`src/rtl/req_arbiter8.sv`:
```
`default_nettype none
// ============================================================================
// Module   : req_arbiter8
// Purpose  : Eight-way request arbiter sharing one downstream resource.
//            Picks at most one requester per arbitration (fixed priority or
//            round-robin), then holds a registered one-hot grant until the
//            grantee completes, withdraws, is disabled, or hits the hold limit.
// Ports    : clk          rising-edge clock
//            rst_n        asynchronous active-low reset
//            en_n_i       active-low enable; 1 forces release, blocks grants
//            req_n_i[7:0] active-low requests
//            rr_mode_i    1 = round-robin, 0 = fixed priority (index 0 first)
//            done_i       grantee completion strobe
//            gnt_o[7:0]   registered one-hot grant
//            gnt_id_o     registered grantee index (0 when idle)
//            gnt_valid_o  registered grant-held flag
//            timeout_o    registered one-cycle hold-limit revoke pulse
//            gs_n_o       combinational group select (0 = enabled request)
// Revision : 1.0 - initial release
// ============================================================================
module req_arbiter8 #(
    parameter int HOLD_MAX = 15
) (
    input  logic       clk,
    input  logic       rst_n,
    input  logic       en_n_i,
    input  logic [7:0] req_n_i,
    input  logic       rr_mode_i,
    input  logic       done_i,
    output logic [7:0] gnt_o,
    output logic [2:0] gnt_id_o,
    output logic       gnt_valid_o,
    output logic       timeout_o,
    output logic       gs_n_o
);

    localparam int              c_CW    = $clog2(HOLD_MAX + 1);
    localparam logic [c_CW-1:0] c_LIMIT = c_CW'(HOLD_MAX - 1);

    typedef enum logic [0:0] {
        S_IDLE  = 1'b0,
        S_GRANT = 1'b1
    } state_t;

    state_t          state_q;
    logic [7:0]      gnt_q;
    logic [2:0]      gnt_id_q;
    logic            gnt_valid_q;
    logic            timeout_q;
    logic [2:0]      ptr_q;
    logic [c_CW-1:0] cnt_q;

    logic [7:0] w_req;
    logic       w_any;
    logic [2:0] w_fix_id;
    logic       w_fix_found;
    logic [2:0] w_rr_id;
    logic       w_rr_found;
    logic [2:0] w_win;
    logic       w_grantee_gone;
    logic       w_release;

    assign w_req  = ~req_n_i;
    assign w_any  = |w_req;
    assign gs_n_o = ~(~en_n_i & w_any);

    // Fixed priority: lowest asserted index.
    always_comb begin
        w_fix_id    = 3'd0;
        w_fix_found = 1'b0;
        for (int i = 0; i < 8; i++) begin
            if (!w_fix_found && w_req[i]) begin
                w_fix_id    = 3'(i);
                w_fix_found = 1'b1;
            end
        end
    end

    // Round-robin: search ptr+1 .. ptr+8; the 3-bit sum wraps modulo 8,
    // and k=8 revisits the previous winner last.
    always_comb begin
        w_rr_id    = 3'd0;
        w_rr_found = 1'b0;
        for (int k = 1; k <= 8; k++) begin
            if (!w_rr_found && w_req[ptr_q + 3'(k)]) begin
                w_rr_id    = ptr_q + 3'(k);
                w_rr_found = 1'b1;
            end
        end
    end

    assign w_win          = rr_mode_i ? w_rr_id : w_fix_id;
    assign w_grantee_gone = req_n_i[gnt_id_q];
    assign w_release      = en_n_i | done_i | w_grantee_gone | (cnt_q == c_LIMIT);

    always_ff @(posedge clk or negedge rst_n) begin
        if (!rst_n) begin
            state_q     <= S_IDLE;
            gnt_q       <= 8'h00;
            gnt_id_q    <= 3'd0;
            gnt_valid_q <= 1'b0;
            timeout_q   <= 1'b0;
            ptr_q       <= 3'd7;
            cnt_q       <= '0;
        end else begin
            timeout_q <= 1'b0;
            case (state_q)
                S_IDLE: begin
                    if (!en_n_i && w_any) begin
                        state_q     <= S_GRANT;
                        gnt_q       <= 8'(1) << w_win;
                        gnt_id_q    <= w_win;
                        gnt_valid_q <= 1'b1;
                        cnt_q       <= '0;
                        ptr_q       <= w_win;
                    end
                end
                S_GRANT: begin
                    if (w_release) begin
                        state_q     <= S_IDLE;
                        gnt_q       <= 8'h00;
                        gnt_id_q    <= 3'd0;
                        gnt_valid_q <= 1'b0;
                        cnt_q       <= '0;
                        // Only a pure hold-limit revoke is flagged.
                        timeout_q   <= ~en_n_i & ~done_i & ~w_grantee_gone;
                    end else begin
                        cnt_q <= cnt_q + c_CW'(1);
                    end
                end
            endcase
        end
    end

    assign gnt_o       = gnt_q;
    assign gnt_id_o    = gnt_id_q;
    assign gnt_valid_o = gnt_valid_q;
    assign timeout_o   = timeout_q;

endmodule
`default_nettype wire

```
`config.mk`:
```
export PLATFORM = sky130hd
export DESIGN_NAME = req_arbiter8
export DESIGN_NICKNAME = d
export VERILOG_FILES = /design/src/rtl/req_arbiter8.sv
export SDC_FILE = /design/constraint.sdc
export NUM_CORES = 1
export LEC_CHECK = 0
export ABC_AREA = 1
export CORE_ASPECT_RATIO = 1.75
export CORE_MARGIN = 10
export CORE_UTILIZATION = 50
export CTS_CLUSTER_SIZE = 40
export DETAILED_ROUTE_END_ITERATION = 6
export PLACE_DENSITY = 0.76
export SETUP_SLACK_MARGIN = 0.3
export SKIP_CTS_REPAIR_TIMING = 1
export SYNTH_ARGS = -nofsm -noshare
export SYNTH_HDL_FRONTEND = slang
export SYNTH_SLANG_ARGS = --single-unit
```
`constraint.sdc`:
```
create_clock -name clk -period 2.3 [get_ports clk]
set_clock_uncertainty 0.05 [all_clocks]
set_input_delay 0.46 -clock clk [delete_from_list [all_inputs] [get_ports clk]]
set_output_delay 0.46 -clock clk [all_outputs]
set_load 0.05 [all_outputs]
```
# Word-level counts from Yosys, hierarchy flattened
# Cells that the tools add are included.
# W data, S select, Z words.
# totals
ff_bits	21
in_bits	13
output_inout_bits	14
word_cells	138
# op_classes
n_addsub	8
magnitude_cmp	9
n_eq_ne	3
shifts	1
muxes	65
n_bitwise	12
reduce_logical	33
# ops
cell	count
$mux W3	16
$lt A3 B4 Y1 const B	9
$mux W1	30
$bmux W1 S3	9
$mux W8	2
$pmux W8 S2	1
$logic_and A1 B1 Y1	15
$logic_not A1 Y1	15
$add A3 B3 Y3 const B	4
$mux W4	2
$not A8 Y8	1
$pmux W4 S2	1
$reduce_or A8 Y1	1
$shl A1 B3 Y8 const A	1
$add A3 B2 Y3 const B	2
$pmux W3 S2	1
$not A1 Y1	5
$add A4 B1 Y4 const B	1
$eq A4 B4 Y1 const B	1
$pmux W1 S2	2
$reduce_and A2 Y1	2
$add A3 B1 Y3 const B	1
$and A1 B1 Y1	3
$or A1 B1 Y1	3
other kinds (3)	3

# Longest topological paths before layout
# Gate-level depths: netlist of run 1.
# depth
ltp_word	29
depth_mapped	21
ltp_nobuf	20

# Worst setup path before layout of run 1
# OpenSTA, ideal clock, no wires.
# synth_timing
path_kind	register -> register
start	reg ptr_q[0]
end	reg gnt_q[5] (netlist: gnt_o[5])
setup_time_ns	0.118
t_arrival_ns	2.370
required_ns	2.132
slack_ns	-0.238
path_stages_with_launch	19
path_buffers	1
period_less_slack_ns	2.538
cell_sequence	dfstp_2 inv_2 buf_6 ha_1 inv_1 nand3_1 nand3_1 nand2_2 nand3_4 nor2_4 nand3_2 nor2_1 nand3_1 nand2_1 nor2_1 nor2_4 nor2_2 nand2_1 nand2_1
# synth_between
elab_chain_len	29
word_cells_on_any_way	56
cone_classes	7 x add/sub; 1 x shift; 34 x mux; 14 x reduce/logical
# synth_lines
item	line	rtl
from (decl)	50	logic [2:0] ptr_q;
from (signal assigned)	115	ptr_q <= w_win;
$add A3 B1 Y3	85, 86	
$bmux W1 S3	85	if (!w_rr_found && w_req[ptr_q + 3'(k)]) begin
$mux W1 (not written as such)	85	
$mux W1	85	
$logic_not A1 Y1	85	
$logic_and A1 B1 Y1	85	
$mux W1	85	
$logic_not A1 Y1	85	
(+13 left out)	--	
$mux W1	85	
$logic_not A1 Y1	85	
$logic_and A1 B1 Y1	85	
$mux W3 *	85	
$mux W3 *	92	assign w_win = rr_mode_i ? w_rr_id : w_fix_id;
$shl A1 B3 Y8 *	111	gnt_q <= 8'(1) << w_win;
$mux W8 *	109	if (!en_n_i && w_any) begin
$pmux W8 S2 *	107	case (state_q)
to (signal assigned)	111	
to (decl)	46	logic [7:0] gnt_q;
# Every way passes the cells marked *; elsewhere a longest branch is shown, timed or not. The select of a mux whose other input is x is not followed.
# A chain may end at the register's enable or synchronous reset.

# Worst setup path after layout of run 1
# layout_timing
start	reg ptr_q[1]
end	reg gnt_q[5] (netlist: gnt_o[5])
# The elaborated chain is that of the path after synthesis.

==> results.json, run 1 <==
{
  "cp-start-kind": "flop",
  "cp.arrival_ns": 2.61,
  "synth-simple-area-share_pct": 51.45,
  "netlist_area_mm2": 0.002033,
  "post-place-ws_ns": -0.3889,
  "ant_nets": 0,
  "synth-seq-cells": 21,
  "final_cells": 422,
  "rsz0062_at_grt": "yes",
  "cts-root-buf": "clkbuf_8",
  "drtIter0Drc": 100,
  "pwr-share-comb_pct": 82.1,
  "cts_num_sinks": 21,
  "dp.cells": 411,
  "synthCells": 301,
  "fin_crit_ns": 2.507,
  "holdWs_ns": 0.4412,
  "critPathBufInv": 3,
  "synthMuxAreaShare_pct": 0,
  "fillCellCount": 305,
  "worst_pin_slew_ns": 0.5258,
  "synth_xor_xnor_area_share_pct": 0.8615,
  "cts_tree": "done",
  "firstDrtPassIters": 5,
  "syn-num-nets": 318,
  "grt_max_degree": 22,
  "power_leakage_uw": 0.001516,
  "vias": 2263,
  "synth_top_family_by_area": "simple AND/OR/NAND/NOR gates",
  "insertedDiodeCount": 0,
  "crit_fanout": 6,
  "io_buffers": 26,
  "grt_pass1_wl_mm": 9.625,
  "wirelength_mm": 6.169,
  "dieArea_mm2": 0.007118,
  "fmax_mhz": 398.9,
  "synth_edf_count": 0,
  "post-route-period-util_pct": 109.0,
  "fin_ws_ns": -0.2070,
  "switching_share_pct": 55.83,
  "clockBufferDepth": 2,
  "status": "complete, but fails checks",
  "worstPathRequired_ns": 2.41,
  "pin_count": 27,
  "htreeDepth": 1,
  "violations": "negative setup slack",
  "synth_compound_area_share_pct": 9.415,
  "crit_slowest_cell": "dfstp_2",
  "area_growth_pct": 43.14,
  "pwr-share-seq_pct": 12.8,
  "grt_pass1_vias": 2190,
  "timing.critical_path.to_type": "flop",
  "maxSlewViolCount": 0,
  "synth-seq-area-share_pct": 26.03,
  "via_per_inst": 5.363,
  "path_class": "flop to flop",
  "antenna_found_initial": 0,
  "dpl.hpwl_mm": 4.873,
  "gr-total-overflow": 0,
  "fp-row-count": 30,
  "peakVddDrop_v": 0.001172,
  "setup_violations": 14,
  "clock_latency_ns": 0.26,
  "p_int_uw": 2075,
  "yosysWarningCount": 0,
  "drc": 0,
  "synthAdderAreaFrac_pct": 2.462,
  "cp_cell_sequence": "inv_4, ha_4, inv_6, nand3_4, nand2_1, nand2_1, a21boi_0, nand2_1, nand2_1, nand4_1, nor2_1, nand3_1, nand3_2, inv_2, nand2_1, nand2_1",
  "crit_path_frequent_cell": "nand2_1",
  "synthFlopType": "dfrtp_1",
  "crit_family": "simple AND/OR/NAND/NOR gates",
  "switching_power_uw": 2623,
  "max_stage_delay_ns": 0.61,
  "relSlewSlack_pct": 64.89,
  "place_congestion": 0.9213,
  "avgSynthCellArea_um2": 6.755,
  "clockPowerShare_pct": 5.1,
  "hold_viol": 0,
  "hp-class": "flop to flop",
  "rrSetupSlack_ns": -0.21,
  "maxCapViolCount": 0,
  "grt.total_usage_pct": 16.66,
  "initial_utilization_pct": 52.08,
  "die_y_um": 104.4,
  "synthArstFlopShare_pct": 100.0,
  "nets": 392,
  "cts_buffers": 3,
  "core_mm2": 0.003904,
  "clk_pin_slew_worst_paths_ns": 0.08,
  "p_per_area_mw_per_mm2": 1614,
  "fp.dieW_um": 68.21,
  "wl_per_cell_um": 14.62,
  "drive_gt1_share_pct": 39.04,
  "ys_types": 34
}
==> cell families after synthesis <==
family          Yosys count
compound gates           30
xor+xnor                  2
fa+ha+maj                 4
buf+inv                  46
flops                    21
simple gates            198
==> through the flow <==
| step | instance area (µm²) | power, µW | util [%] | TNS [ns] |
|---|---|---|---|---|
| after global routing | 2910 | 5056 | 74.55 | -3.982 |
| after floorplan | 2064 | 2980 | - | -0.4310 |
| after detailed placement | 2666 | 4118 | 68.30 | -6.020 |
| final | 2910 | 4698 | 74.55 | -2.109 |
| after CTS | 2713 | 4374 | 69.49 | -2.211 |
| after global placement | 2666 | 4051 | 68.30 | -5.185 |
==> final cells by class <==
type | instances | area [µm²] | share of cell area, %
multi-input cells | 234 | 1461 | 50.21
clock buffers | 3 | 41.29 | 1.419
inverters | 43 | 170.2 | 5.847
repair buffers | 72 | 641.9 | 22.06
well taps | 48 | 60.06 | 2.064
clock inverters | 1 | 5.005 | 0.1720
flip-flops and latches | 21 | 530.5 | 18.23
==> placed cells by master (no fill, tap or decap), drive strengths merged <==
cell type	count
nand4	9
nor3	2
nand3	48
a21boi	1
a21oi	6
ha	4
buf	48
o221ai	1
nor4	1
clkbuf	6
a311o	1
o21bai	5
inv	41
dfstp	3
o22ai	2
nor2	30
xor2	1
dfrtp	18
o41ai	1
nand2	107
xnor2	1
clkdlybuf4s50	14
clkinv	3
dlymetal6s2s	7
o21ai	13
or2	1
==> per-layer routing <==
metal,global-route usage (%),share of wire [%]
met5,0,0
met4,8.526,4.6
met3,2.157,2.9
met2,32.13,58
met1,15.32,34
==> synthesized netlist by cell type, types with 4 or more instances <==
| master | instances | share of area [%] |
|---|---|---|
| nand4_1 | 9 | 2.8 |
| dfrtp_1 | 18 | 22 |
| nand2_2 | 23 | 7.1 |
| ha_1 | 4 | 2.5 |
| nand3_2 | 17 | 8.4 |
| o21ai_0 | 13 | 3.2 |
| nand2_1 | 81 | 15 |
| nor2_1 | 24 | 4.4 |
| inv_2 | 4 | 0.74 |
| nand3_1 | 30 | 7.4 |
| a21oi_1 | 6 | 1.5 |
| inv_1 | 35 | 6.5 |
==> power groups by stage <==
stage	clock network, µW	logic (µW)	registers, µW
after CTS	244	3530	596
after floorplan	0	2140	843
after detailed placement	0	3520	600
after global routing	254	4180	621
final	239	3860	602
after global placement	0	3450	599
==> registers in the layout, summed over array words and instances (netlist names) <==
signal,cells
timeout_o,1
gnt_valid_o,1
state_q,1
cnt_q,4
ptr_q,3
gnt_id_o,3
gnt_o,8
==> worst reg2reg max path, delay by kind of cell, from the launching register on <==
kind	cells	cell delay, ns
simple gates	11	1.01
fa+ha+maj	1	0.33
flops	1	0.61
compound gates	1	0.24
buf+inv	3	0.17
==> final timing paths <==
| check | start | endpoint | depth (start not counted) |
|---|---|---|---|
| max | ptr_q[1] | gnt_o[5] | 16 |
| min | gnt_o[1] | gnt_o[1] | 2 |
| max reg2reg | ptr_q[1] | gnt_o[5] | 16 |
| min reg2reg | gnt_o[1] | gnt_o[1] | 2 |
| max in group asynchronous | rst_n | ptr_q[1] | 2 |
| min in group asynchronous | rst_n | gnt_o[2] | 2 |
Power figures use the tool's default switching activity.
==> run 2: changes to the inputs <==
--- a/config.mk
+++ b/config.mk
@@ -8,9 +8,10 @@
 export ABC_AREA = 1
 export CORE_ASPECT_RATIO = 1.75
 export CORE_MARGIN = 10
-export CORE_UTILIZATION = 50
+export CORE_UTILIZATION = 58
 export CTS_CLUSTER_SIZE = 40
 export DETAILED_ROUTE_END_ITERATION = 6
+export DONT_BUFFER_PORTS = 1
 export PLACE_DENSITY = 0.76
 export SETUP_SLACK_MARGIN = 0.3
 export SKIP_CTS_REPAIR_TIMING = 1
==> results.json, run 2 (synthesized netlist as in run 1, its figures left out) <==
{
  "antenna_found_initial": 0,
  "crit_fanout": 6,
  "maxCapViolCount": 0,
  "path_class": "flop to flop",
  "final-seq-area_um2": 530.5,
  "drtIter0Drc": 61,
  "wl_per_cell_um": 14.96,
  "worstPathRequired_ns": 2.44,
  "r2r_cells": 16,
  "insertedDiodeCount": 0,
  "fin_crit_ns": 2.436,
  "hold_viol": 0,
  "post-route-period-util_pct": 105.9,
  "crit_path_end": "gnt_o[0]",
  "initial_utilization_pct": 59.83,
  "nets": 348,
  "maxSlewViolCount": 0,
  "core_mm2": 0.003398,
  "violations": "negative setup slack",
  "cp.arrival_ns": 2.57,
  "firstDrtPassIters": 4,
  "placed_area_mm2": 0.002267,
  "layout_commonest_cell": "nand2_1",
  "fp.dieW_um": 64.76,
  "clockBufferDepth": 2,
  "ant_nets": 0,
  "setup_violations": 14,
  "clock_latency_ns": 0.26,
  "largest_reg_flops": 8,
  "gr-total-overflow": 0,
  "clk_pin_slew_worst_paths_ns": 0.07,
  "fp-row-count": 28,
  "dpl.hpwl_mm": 4.495,
  "fillCellCount": 287,
  "grt_pass1_vias": 2176,
  "area_growth_pct": 22.83,
  "fmax_mhz": 410.5,
  "vias": 2055,
  "regToRegStartpoint": "ptr_q[1]",
  "cts_buffers": 3,
  "wirelength_mm": 5.610,
  "rsz0062_at_grt": "yes",
  "pin_count": 27,
  "final_area_mm2": 0.002497,
  "place_congestion": 0.9754,
  "htreeDepth": 1,
  "fin_ws_ns": -0.1360,
  "cts_tree": "done",
  "die_y_um": 98.33,
  "timing.critical_path.to_type": "flop",
  "hp-class": "input port to flop",
  "dieArea_mm2": 0.006367,
  "io_buffers": 0,
  "relSlewSlack_pct": 39.12,
  "drive_gt1_share_pct": 39.09,
  "drc": 0,
  "grt.total_usage_pct": 17.15,
  "multi_input_area_mm2": 0.001481,
  "rrSetupSlack_ns": -0.14,
  "cp-startpoint": "ptr_q[1]",
  "cp-start-kind": "flop",
  "grt_max_degree": 22,
  "worst_pin_slew_ns": 0.9102,
  "cts_num_sinks": 21,
  "via_per_inst": 5.480,
  "grt_pass1_wl_mm": 9.059,
  "r2r_end": "gnt_o[0]",
  "mostFrequentLayoutCells": "69 x nand2_1, 32 x nand2_2, 30 x inv_1, 27 x buf_4, 23 x nand3_1",
  "status": "complete, but fails checks",
  "cts-root-buf": "clkbuf_8"
}
## run 2: cell count changes in the layout (fill, tap and decap cells not counted), sizes merged
cell           change
dlymetal6s2s       -7
clkdlybuf4s50     -14
dlygate4sd3        +1
buf               -21
clkbuf             -3
## run 2: worst max-delay path, cell delays in order, from the launching register on
cell and delay [ns]:
dfstp_2 0.58, inv_4 0.05, ha_4 0.32, inv_6 0.06, nand3_4 0.09, nand3_4 0.10
nand2_8 0.11, nand2_4 0.05, nor2_4 0.16, nand3_2 0.08, nand2_2 0.07, nand3_2 0.07
nor2_2 0.13, nand3_2 0.10, nand2_4 0.15, nand2_4 0.06, o21bai_1 0.14
## run 2: worst min-delay path by stage
stage	from	to	slack [ns]	depth (start not counted)
after global routing	done_i	timeout_o	0.31	3
after global placement	rst_n	cnt_q[2]	0.11	0
after detailed placement	rst_n	cnt_q[3]	0.11	0
after floorplan	rst_n	cnt_q[0]	0.11	0
after CTS	rst_n	gnt_o[4]	-0.17	0
final	done_i	timeout_o	0.29	3
## run 2: cell type report
| class | instances | share of cell area, % |
|---|---|---|
| multi-input combinational | 234 | 59.32 |
| tap | 45 | 2.255 |
| sequential | 21 | 21.24 |
| inverter | 43 | 6.814 |
| clock inverter | 1 | 0.2004 |
| timing repair buffer | 28 | 8.517 |
| clock buffer | 3 | 1.653 |
## run 2: metal layers
metal / vias up / track usage (%) / routed length (µm)
met3: 21 / 2.403 / 127
met5: - / 0 / 0
li1: 1031 / - / -
met2: 40 / 33.08 / 3262
met1: 963 / 14.68 / 1904
met4: 0 / 13.41 / 315
## run 2: metrics by stage
step | std cells | setup slack [ns] | util [%] | hold slack, ns | TNS (ns)
CTS | 371 | -0.1696 | 68.08 | -0.1675 | -1.051
detailed placement | 367 | -0.1455 | 66.72 | 0.1149 | -0.8619
floorplan | 301 | -0.06350 | - | 0.1144 | -0.4310
global placement | 367 | -0.09668 | 66.72 | 0.1149 | -0.3571
finish | 375 | -0.1360 | 73.49 | 0.2926 | -1.293
global route | 375 | -0.3018 | 73.49 | 0.3052 | -3.468
Power of run 2 is left out: the tool's default activity adds up to more than one toggle a clock period on the data nets, which glitch-free logic cannot reach.
==> run 3: changes to the inputs <==
--- a/config.mk
+++ b/config.mk
@@ -8,11 +8,12 @@
 export ABC_AREA = 1
 export CORE_ASPECT_RATIO = 1.75
 export CORE_MARGIN = 10
-export CORE_UTILIZATION = 58
+export CORE_UTILIZATION = 64
+export CTS_BUF_LIST = sky130_fd_sc_hd__clkbuf_16
 export CTS_CLUSTER_SIZE = 40
 export DETAILED_ROUTE_END_ITERATION = 6
 export DONT_BUFFER_PORTS = 1
-export PLACE_DENSITY = 0.76
+export PLACE_DENSITY = 0.8
 export SETUP_SLACK_MARGIN = 0.3
 export SKIP_CTS_REPAIR_TIMING = 1
 export SYNTH_ARGS = -nofsm -noshare
==> constraint.sdc (replaced) <==
create_clock -name clk -period 2.7 [get_ports clk]
set_clock_uncertainty 0.05 [all_clocks]
set_input_delay 0.54 -clock clk [delete_from_list [all_inputs] [get_ports clk]]
set_output_delay 0.54 -clock clk [all_outputs]
set_load 0.1 [all_outputs]
==> results.json, run 3 (synthesized netlist as in run 1, its figures left out) <==
{
  "timing.critical_path.to_type": "flop",
  "vias": 2142,
  "io_buffers": 0,
  "status": "finished, final reports clean",
  "core_mm2": 0.003108,
  "maxSlewViolCount": 0,
  "pin_count": 27,
  "area_growth_pct": 19.57,
  "setup_violations": 0,
  "fin_ws_ns": 0.1295,
  "htreeDepth": 1,
  "path_class": "flop to flop",
  "grt.total_usage_pct": 19.44,
  "clk_pin_slew_worst_paths_ns": 0.06,
  "grt_max_degree": 22,
  "hold_viol": 0,
  "relSlewSlack_pct": 37.96,
  "place_congestion": 1.043,
  "cts_num_sinks": 21,
  "dp.cells": 349,
  "post-place-ws_ns": 0.1426,
  "cts_buffers": 3,
  "clockBufferDepth": 2,
  "met3_usage_pct": 3.081,
  "cts-root-buf": "clkbuf_16",
  "post-route-period-util_pct": 95.21,
  "wl_per_cell_um": 16.92,
  "gr-total-overflow": 0,
  "drive_gt1_share_pct": 34.80,
  "via_per_inst": 5.917,
  "fp.dieW_um": 62.61,
  "largest_reg_flops": 8,
  "maxCapViolCount": 0,
  "cp.arrival_ns": 2.70,
  "initial_utilization_pct": 65.42,
  "worst_pin_slew_ns": 0.9307,
  "clock_latency_ns": 0.26,
  "dieArea_mm2": 0.005920,
  "fin_crit_ns": 2.571,
  "drtIter0Drc": 143,
  "antenna_found_initial": 0,
  "nets": 337,
  "fmax_mhz": 389.0,
  "dpl.hpwl_mm": 4.445,
  "cts_tree": "done",
  "use_met1_pct": 16.12,
  "wirelength_mm": 6.124,
  "cp-start-kind": "flop",
  "rsz0062_at_grt": "yes",
  "mostFrequentLayoutCells": "72 x nand2_1, 32 x inv_1, 31 x nand2_2, 24 x nand3_1, 21 x nor2_1",
  "worstPathRequired_ns": 2.83,
  "met2_usage_pct": 39.52,
  "grt_busiest_layer": "met2",
  "die_y_um": 94.56,
  "insertedDiodeCount": 0,
  "crit_fanout": 7,
  "drc": 0,
  "final_cells": 362,
  "fp-row-count": 27,
  "hp-class": "input port to async pin",
  "firstDrtPassIters": 4,
  "ant_nets": 0,
  "holdWs_ns": 0.07256,
  "grt_pass1_wl_mm": 9.487,
  "layout_commonest_cell": "nand2_1",
  "grt_pass1_vias": 2148
}
==> run 3: worst paths after layout <==
| check | cells after the start | slack [ns] | startpoint | to |
|---|---|---|---|---|
| worst max register to register | 15 | 0.13 | ptr_q[1] | gnt_o[2] |
| worst min-delay path | 0 | 0.07 | rst_n | ptr_q[2] |
| max in group asynchronous | 1 | 1.28 | rst_n | gnt_id_o[0] |
| worst min register to register | 2 | 0.49 | cnt_q[3] | cnt_q[3] |
| min in group clk | 3 | 0.39 | en_n_i | timeout_o |
| worst max-delay path | 15 | 0.13 | ptr_q[1] | gnt_o[2] |
==> run 3: area by class of cell <==
class | count | area, µm²
inverter | 43 | 177.7
sequential | 21 | 530.5
multi-input combinational | 234 | 1455
fill | 241 | 676.9
timing repair buffer | 17 | 133.9
clock buffer | 3 | 75.07
clock inverter | 1 | 5.005
tap | 43 | 53.80
==> run 3: metal layers <==
layer,vias to the layer above,share of wire (%)
met2,87,56
met5,-,0
met4,0,6.9
met3,35,4.8
li1,1020,-
met1,1000,32
==> run 3: worst max-delay path: stages, from the launching register on <==
cell and delay (ns):
dfstp_2 0.59, clkinv_4 0.09, ha_4 0.34, nand3_1 0.18, nand3_2 0.12, nand2_2 0.08, nand3_4 0.12, nor2_4 0.06
buf_4 0.14, nand4_1 0.06, nand3_1 0.09, nor2_1 0.13, nand3_2 0.10, nand2_4 0.13, nand2_2 0.10, o21bai_2 0.14
==> run 3: per-stage QoR <==
| stage | utilization, % | cell area [µm²] | TNS [ns] |
|---|---|---|---|
| 6_report | 78.22 | 2431 | 0 |
| 5_1_grt | 78.22 | 2431 | -0.09969 |
| 4_1_cts | 71.14 | 2211 | 0 |
| 3_5_place_dp | 68.56 | 2131 | 0 |
| 3_3_place_gp | 68.56 | 2131 | 0 |
| 2_1_floorplan | - | 2051 | 0 |
Power of run 3 is left out for the same reason.
